--- config.mk ---
export PLATFORM = sky130hd
export DESIGN_NAME = decoder_3to8_seq
export DESIGN_NICKNAME = d
export VERILOG_FILES = /design/src/rtl/decoder_3to8_seq.sv
export SDC_FILE = /design/constraint.sdc
export NUM_CORES = 1
export LEC_CHECK = 0
export CAP_MARGIN = 15
export CORE_MARGIN = 1
export CORE_UTILIZATION = 52
export CTS_BUF_LIST = sky130_fd_sc_hd__clkbuf_8 sky130_fd_sc_hd__clkbuf_16
export DETAILED_ROUTE_END_ITERATION = 12
export DONT_BUFFER_PORTS = 1
export PLACE_DENSITY = 0.65
export SLEW_MARGIN = 20
export SYNTH_ARGS = -nofsm -noshare
export SYNTH_HDL_FRONTEND = slang
export SYNTH_SLANG_ARGS = --single-unit
--- constraint.sdc ---
create_clock -name clk -period 2.35 [get_ports clk]
set_input_delay 0.235 -clock clk [delete_from_list [all_inputs] [get_ports clk]]
set_output_delay 0.235 -clock clk [all_outputs]
set_load 0.02 [all_outputs]
--- src/rtl/decoder_3to8_seq.sv ---
// Sequenced 3-to-8 decoder: an accepted code is driven one-hot for HOLD cycles,
// followed by a single quiet gap cycle before the next code can be taken.
module decoder_3to8_seq #(
    parameter int unsigned HOLD = 4
) (
    input  logic       clk,
    input  logic       rst,
    input  logic       en,
    input  logic       in_valid,
    input  logic       in_none,
    input  logic [2:0] i,
    output logic       in_ready,
    output logic [7:0] y,
    output logic       y_valid,
    output logic       y_last,
    output logic       busy
);

    typedef enum logic [1:0] {
        IDLE  = 2'd0,
        DRIVE = 2'd1,
        GAP   = 2'd2
    } state_t;

    localparam logic [3:0] HOLD_M1 = 4'(HOLD - 1);

    state_t     state_q, state_d;
    logic [3:0] cnt_q, cnt_d;
    logic [2:0] code_q, code_d;
    logic       none_q, none_d;
    logic [7:0] y_q, y_d;
    logic       y_valid_q, y_valid_d;
    logic       y_last_q, y_last_d;

    assign in_ready = (state_q == IDLE) && en && !rst;
    assign busy     = (state_q != IDLE);
    assign y        = y_q;
    assign y_valid  = y_valid_q;
    assign y_last   = y_last_q;

    always_comb begin
        state_d = state_q;
        cnt_d   = cnt_q;
        code_d  = code_q;
        none_d  = none_q;

        case (state_q)
            IDLE: begin
                // i and in_none are only looked at on an accepting edge
                if (in_valid && in_ready) begin
                    state_d = DRIVE;
                    cnt_d   = HOLD_M1;
                    code_d  = i;
                    none_d  = in_none;
                end
            end
            DRIVE: begin
                if (!en) begin
                    state_d = IDLE;
                    cnt_d   = 4'd0;
                end else if (cnt_q == 4'd0) begin
                    state_d = GAP;
                end else begin
                    cnt_d = cnt_q - 4'd1;
                end
            end
            GAP: begin
                state_d = IDLE;
            end
            default: begin
                state_d = IDLE;
                cnt_d   = 4'd0;
            end
        endcase

        // Outputs are registered: derive them from the state being entered
        y_valid_d = (state_d == DRIVE);
        y_last_d  = (state_d == DRIVE) && (cnt_d == 4'd0);
        y_d       = (y_valid_d && !none_d) ? (8'd1 << code_d) : 8'd0;
    end

    always_ff @(posedge clk) begin
        if (rst) begin
            state_q   <= IDLE;
            cnt_q     <= 4'd0;
            code_q    <= 3'd0;
            none_q    <= 1'b0;
            y_q       <= 8'd0;
            y_valid_q <= 1'b0;
            y_last_q  <= 1'b0;
        end else begin
            state_q   <= state_d;
            cnt_q     <= cnt_d;
            code_q    <= code_d;
            none_q    <= none_d;
            y_q       <= y_d;
            y_valid_q <= y_valid_d;
            y_last_q  <= y_last_d;
        end
    end

endmodule

# Word-level counts from Yosys, hierarchy flattened
# Index checks and enable logic that the tools add are counted.
# W data, S select, Z words.
# op_classes
shift	1
reduce_logical	12
add_sub_neg	1
muxes	12
bitwise_logic	1
n_eq_ne	3
# op_table
operator	n
$mux W4	3
$pmux W4 S3	1
$logic_not A4 Y1	2
$shl A1 B3 Y8 const A	1
$mux W2	3
$mux W3	2
$logic_and A1 B1 Y1	5
$eq A2 B1 Y1 const B	2
$pmux W2 S2	1
$sub A4 B1 Y4 const B	1
$eq A2 B2 Y1 const B	1
$logic_not A1 Y1	2
$logic_not A2 Y1	1
$mux W1	2
$reduce_bool A2 Y1	1
$reduce_or A2 Y1	1
$not A1 Y1	1
# totals
wordCells	37
inputBits	8
reg_bits	20
output_inout_bits	12

# Logic depth before layout (Yosys ltp)
# depth
word_depth	10
depth_mapped	6
ltp_nobuf	6

# Worst setup path after synthesis
# No wires, ideal clock.
# synth_path
kind	register to register
start	reg cnt_q[0]
end	reg y_q[0] (netlist: y[0])
period_less_slack_ns	1.755
setup_time_ns	0.064
setup_slack_ns	0.595
path_buffers	0
stages_incl_launch_ff	7
arrival_time_ns	1.691
path_cell_list	dfxtp_1 > inv_1 > ha_1 > nor3b_1 > o32ai_2 > or4b_4 > nor2_2
# synth_between
elab_chain_len	8
# synth_lines
element	line	source
start: declaration	28	logic [3:0] cnt_q, cnt_d;
start signal: assignment	93	cnt_q <= cnt_d;
$logic_not A4 Y1	61	end else if (cnt_q == 4'd0) begin
$mux W2	61	
$mux W2	58	if (!en) begin
$pmux W2 S2	47	case (state_q)
$eq A2 B1 Y1	77	y_valid_d = (state_d == DRIVE);
$logic_and A1 B1 Y1	79	y_d = (y_valid_d && !none_d) ? (8'd1 << code_d) : 8'd0;
$not A1 Y1 (no line)	--	
$reduce_or A2 Y1 (no line)	--	
end signal: assignment	96	y_q <= y_d;
end: declaration	31	logic [7:0] y_q, y_d;
# Every way passes these cells.
# A chain may end at the register's enable or synchronous reset.

# Final worst setup path
# layout_path
start	reg cnt_q[0]
end	reg y_q[2] (netlist: y[2])
# Same word-level chain as after synthesis.

==> Implementation_results.wiki <==
{| class="wikitable"
! Metric !! Value
|-
| Number of global-route vias before repair || about 570
|-
| Violated checks || design-rule violations
|-
| Cts-stage hold buffer count || 0
|-
| Actual slew at the worst max-slew pin || ~660 ps
|-
| Final Max Tran Viols || 0
|-
| Most frequent cells after synthesis || sky130_fd_sc_hd__dfxtp_1 (20), sky130_fd_sc_hd__a21oi_1 (10), sky130_fd_sc_hd__nor2_1 (10)
|-
| Final worst-path cycle share || 81.7%
|-
| Initial Util || 57.8%
|-
| Clock sinks || 20
|-
| IR Drop Worst-Case VDD || 0.548 mV
|-
| Run status || complete, but fails checks
|-
| Number of filler cells placed in the layout || 129
|-
| Power per cell area || 767 mW/mm2
|-
| Async SR Flop Fraction || 0%
|-
| Port bufs || 0
|-
| Critical path startpoint category || flip-flop
|-
| Count of endpoints failing setup in the final report || 0
|-
| HP Class || primary input to flip-flop
|-
| Post-layout min period || 1920 ps
|-
| Sequential share of the synthesized area || 44.4%
|-
| Number of vias after detailed routing || 702
|-
| Combined area of the multi-input logic cells || 464 um2
|-
| Post-CTS setup repair buffer count || 0
|-
| Clk slew on worst S/H paths || 70 ps
|-
| Required time of the worst setup path || 2550 ps
|-
| Hold Vio Cnt, Final || 0
|-
| Synthesis-to-layout area growth || 8.61%
|-
| Std-Cell Core Area || ~0.0016 mm2
|-
| Summed negative setup slack over all endpoints || 0 ps
|-
| Count of yosys warnings during synthesis || 0
|-
| Family with the most delay on the worst path || simple AND/OR/NAND/NOR gates
|-
| Setup skew after layout || 3.86 ps
|-
| Clock root buffer master || sky130_fd_sc_hd__clkbuf_8
|-
| Post-Syn Instances || 102
|-
| CTS HTree Levels || 1
|-
| Cell taking the most area after synthesis || sky130_fd_sc_hd__dfxtp_1
|-
| Total chip power || 751 uW
|-
| Type of element capturing the critical path || flip-flop
|-
| Primary flip-flop cell chosen by synthesis mapping || sky130_fd_sc_hd__dfxtp_1
|-
| Number of distinct library cell variants in the gate-level netlist after synthesis || 35
|-
| Syn_nets || between 100 and 150
|-
| Bufs and invs on worst path || 1
|-
| Average cell area after synthesis || 8.83 um2
|-
| CTS tree || yes
|-
| Antenna violations before repair || 0
|-
| Synth area leaders || sky130_fd_sc_hd__dfxtp_1 (44%), sky130_fd_sc_hd__a21oi_1 (5.6%), sky130_fd_sc_hd__nor2_1 (4.2%)
|-
| Number of primary I/O pins || 20
|-
| FMAX || 0.521 GHz
|-
| Peak per-stage delay on the critical path || 540 ps
|-
| Detail Placement HPWL || ~1200 um
|-
| Weighted congestion at the end of routability-driven global placement || 0.775
|-
| Leakage power || ~0.00036 uW
|-
| Slowest-stage cell, CP || sky130_fd_sc_hd__or4b_4
|-
| Clock Latency Late Sink || 260 ps
|-
| First drt pass iteration count || 8
|-
| Flip-flop and latch area || 400 um2
|-
| Chip Width || 43.6 um
|-
| Violation count after the first detailed-routing iteration || 15
|-
| Number of rows created at floorplan || 14
|-
| Vertical die dimension || 43.6 um
|-
| Number of buffers created by CTS || 3
|-
| Die Area || approximately 0.0019 mm2
|-
| Global-route wire length before repair || ~2600 um
|-
| Combined global-route utilization of all metal layers || 19.5%
|-
| Total of max-cap violations || 0
|-
| Congestion Overflow GR || 0
|-
| Type of the worst setup path || flip-flop to flip-flop
|-
| Worst EP arrival || approximately 2100 ps
|-
| Share of cells above drive strength 1 || 16.5%
|-
| Largest net degree at the start of global routing || 18
|-
| Total inserted antenna cells || 0
|-
| Worst slew slack as a fraction of its limit || 56.2%
|-
| Synth Cell Area || 901 um2
|-
| Post-CTS resize count || 0
|-
| Detail-routed net length per standard cell || 13.5 um
|-
| Number of nets in the layout || 113
|-
| Vias per cell || 5.90
|-
| Portion of synthesized cell area occupied by the leading cell type || 44.4%
|-
| CP Cell Sequence || inv_1 -> ha_1 -> nor3b_1 -> o32ai_2 -> or4b_4 -> nor2_2
|-
| Detailed-route wire length || 1600 um
|-
| Most frequent cell after synthesis || sky130_fd_sc_hd__dfxtp_1
|-
| Count of nets left with antenna violations after detail routing || 0
|-
| Setup repair after global routing missed its margin || no
|-
| Number of flops mapped to enable cells by yosys || 0
|-
| Maximum fanout count along the critical path || 6
|-
| Flop and latch count out of synthesis || 20
|-
| DRC violation count after routing || 3
|-
| Maximum root-to-sink buffer count || 2
|}
==> final timing paths <==
path	start	slack (ps)	to	cells after the start
worst max-delay path	cnt_q[0]	430	y[2]	6
worst min-delay path	rst	30	cnt_q[3]	1
worst max register to register	cnt_q[0]	430	y[2]	6
worst min register to register	none_q	500	none_q	2
==> report_power, final <==
group	leakage (uW)	internal, uW	switching [uW]
Clock	0.0000357	227	110
Sequential	0.000162	346	8.57
Combinational	0.000162	24.4	34.5
==> layout make-up <==
type | instances | area share (%)
multi-input cells | 73 | 47.4
flip-flops and latches | 20 | 40.9
clock buffers | 3 | 4.22
clock inverters | 1 | 3.07
inverters | 6 | 2.30
well taps | 16 | 2.05
==> logic make-up after synthesis <==
group / synth area share [%]
AO/OA/AOI/OAI: 18.9
buffers and inverters: 4.03
multiplexers: 1.11
adder cells (fa/ha/maj): 1.39
AND/OR/NAND/NOR: 30.1
flip-flops: 44.4
==> routing by layer <==
layer / up-vias / part of all wire [%] / GRT usage, %
met4: 0 / 2.4 / 11.3
met2: 29 / 43 / 26.0
met5: - / 0 / 0
met1: 299 / 47 / 26.0
met3: 5 / 7.9 / 8.33
li1: 369 / - / -
==> stage by stage <==
| stage | setup slack [ps] | util (%) | instances | area (um2) | hold slack [ps] |
|---|---|---|---|---|---|
| floorplan | 595 | - | 102 | 901 | 371 |
| global placement | 524 | 58.2 | 115 | 907 | 307 |
| detailed placement | 467 | 58.2 | 115 | 907 | 308 |
| CTS | 440 | 62.8 | 119 | 978 | 23.0 |
| global route | 335 | 62.8 | 119 | 978 | 17.8 |
| finish | 430 | 62.8 | 119 | 978 | 32.9 |
==> registers in the layout, summed over array words and instances, names as in the netlist <==
name     count
cnt_q        4
y_valid      1
code_q       3
y            8
y_last       1
none_q       1
state_q      2
==> cells in the final DEF (no fill, tap or decap), types with 2 or more instances in the layout <==
cell and count:
sky130_fd_sc_hd__a21o_1 2, sky130_fd_sc_hd__a21oi_1 10, sky130_fd_sc_hd__a31oi_1 4, sky130_fd_sc_hd__clkbuf_8 3
sky130_fd_sc_hd__dfxtp_1 20, sky130_fd_sc_hd__inv_1 5, sky130_fd_sc_hd__nand2_1 6, sky130_fd_sc_hd__nand2b_1 3
sky130_fd_sc_hd__nor2_1 10, sky130_fd_sc_hd__nor2_2 5, sky130_fd_sc_hd__nor3_1 4, sky130_fd_sc_hd__nor3b_1 3
sky130_fd_sc_hd__nor4_1 3, sky130_fd_sc_hd__o21ai_0 4
Power figures use the tool's default switching activity.
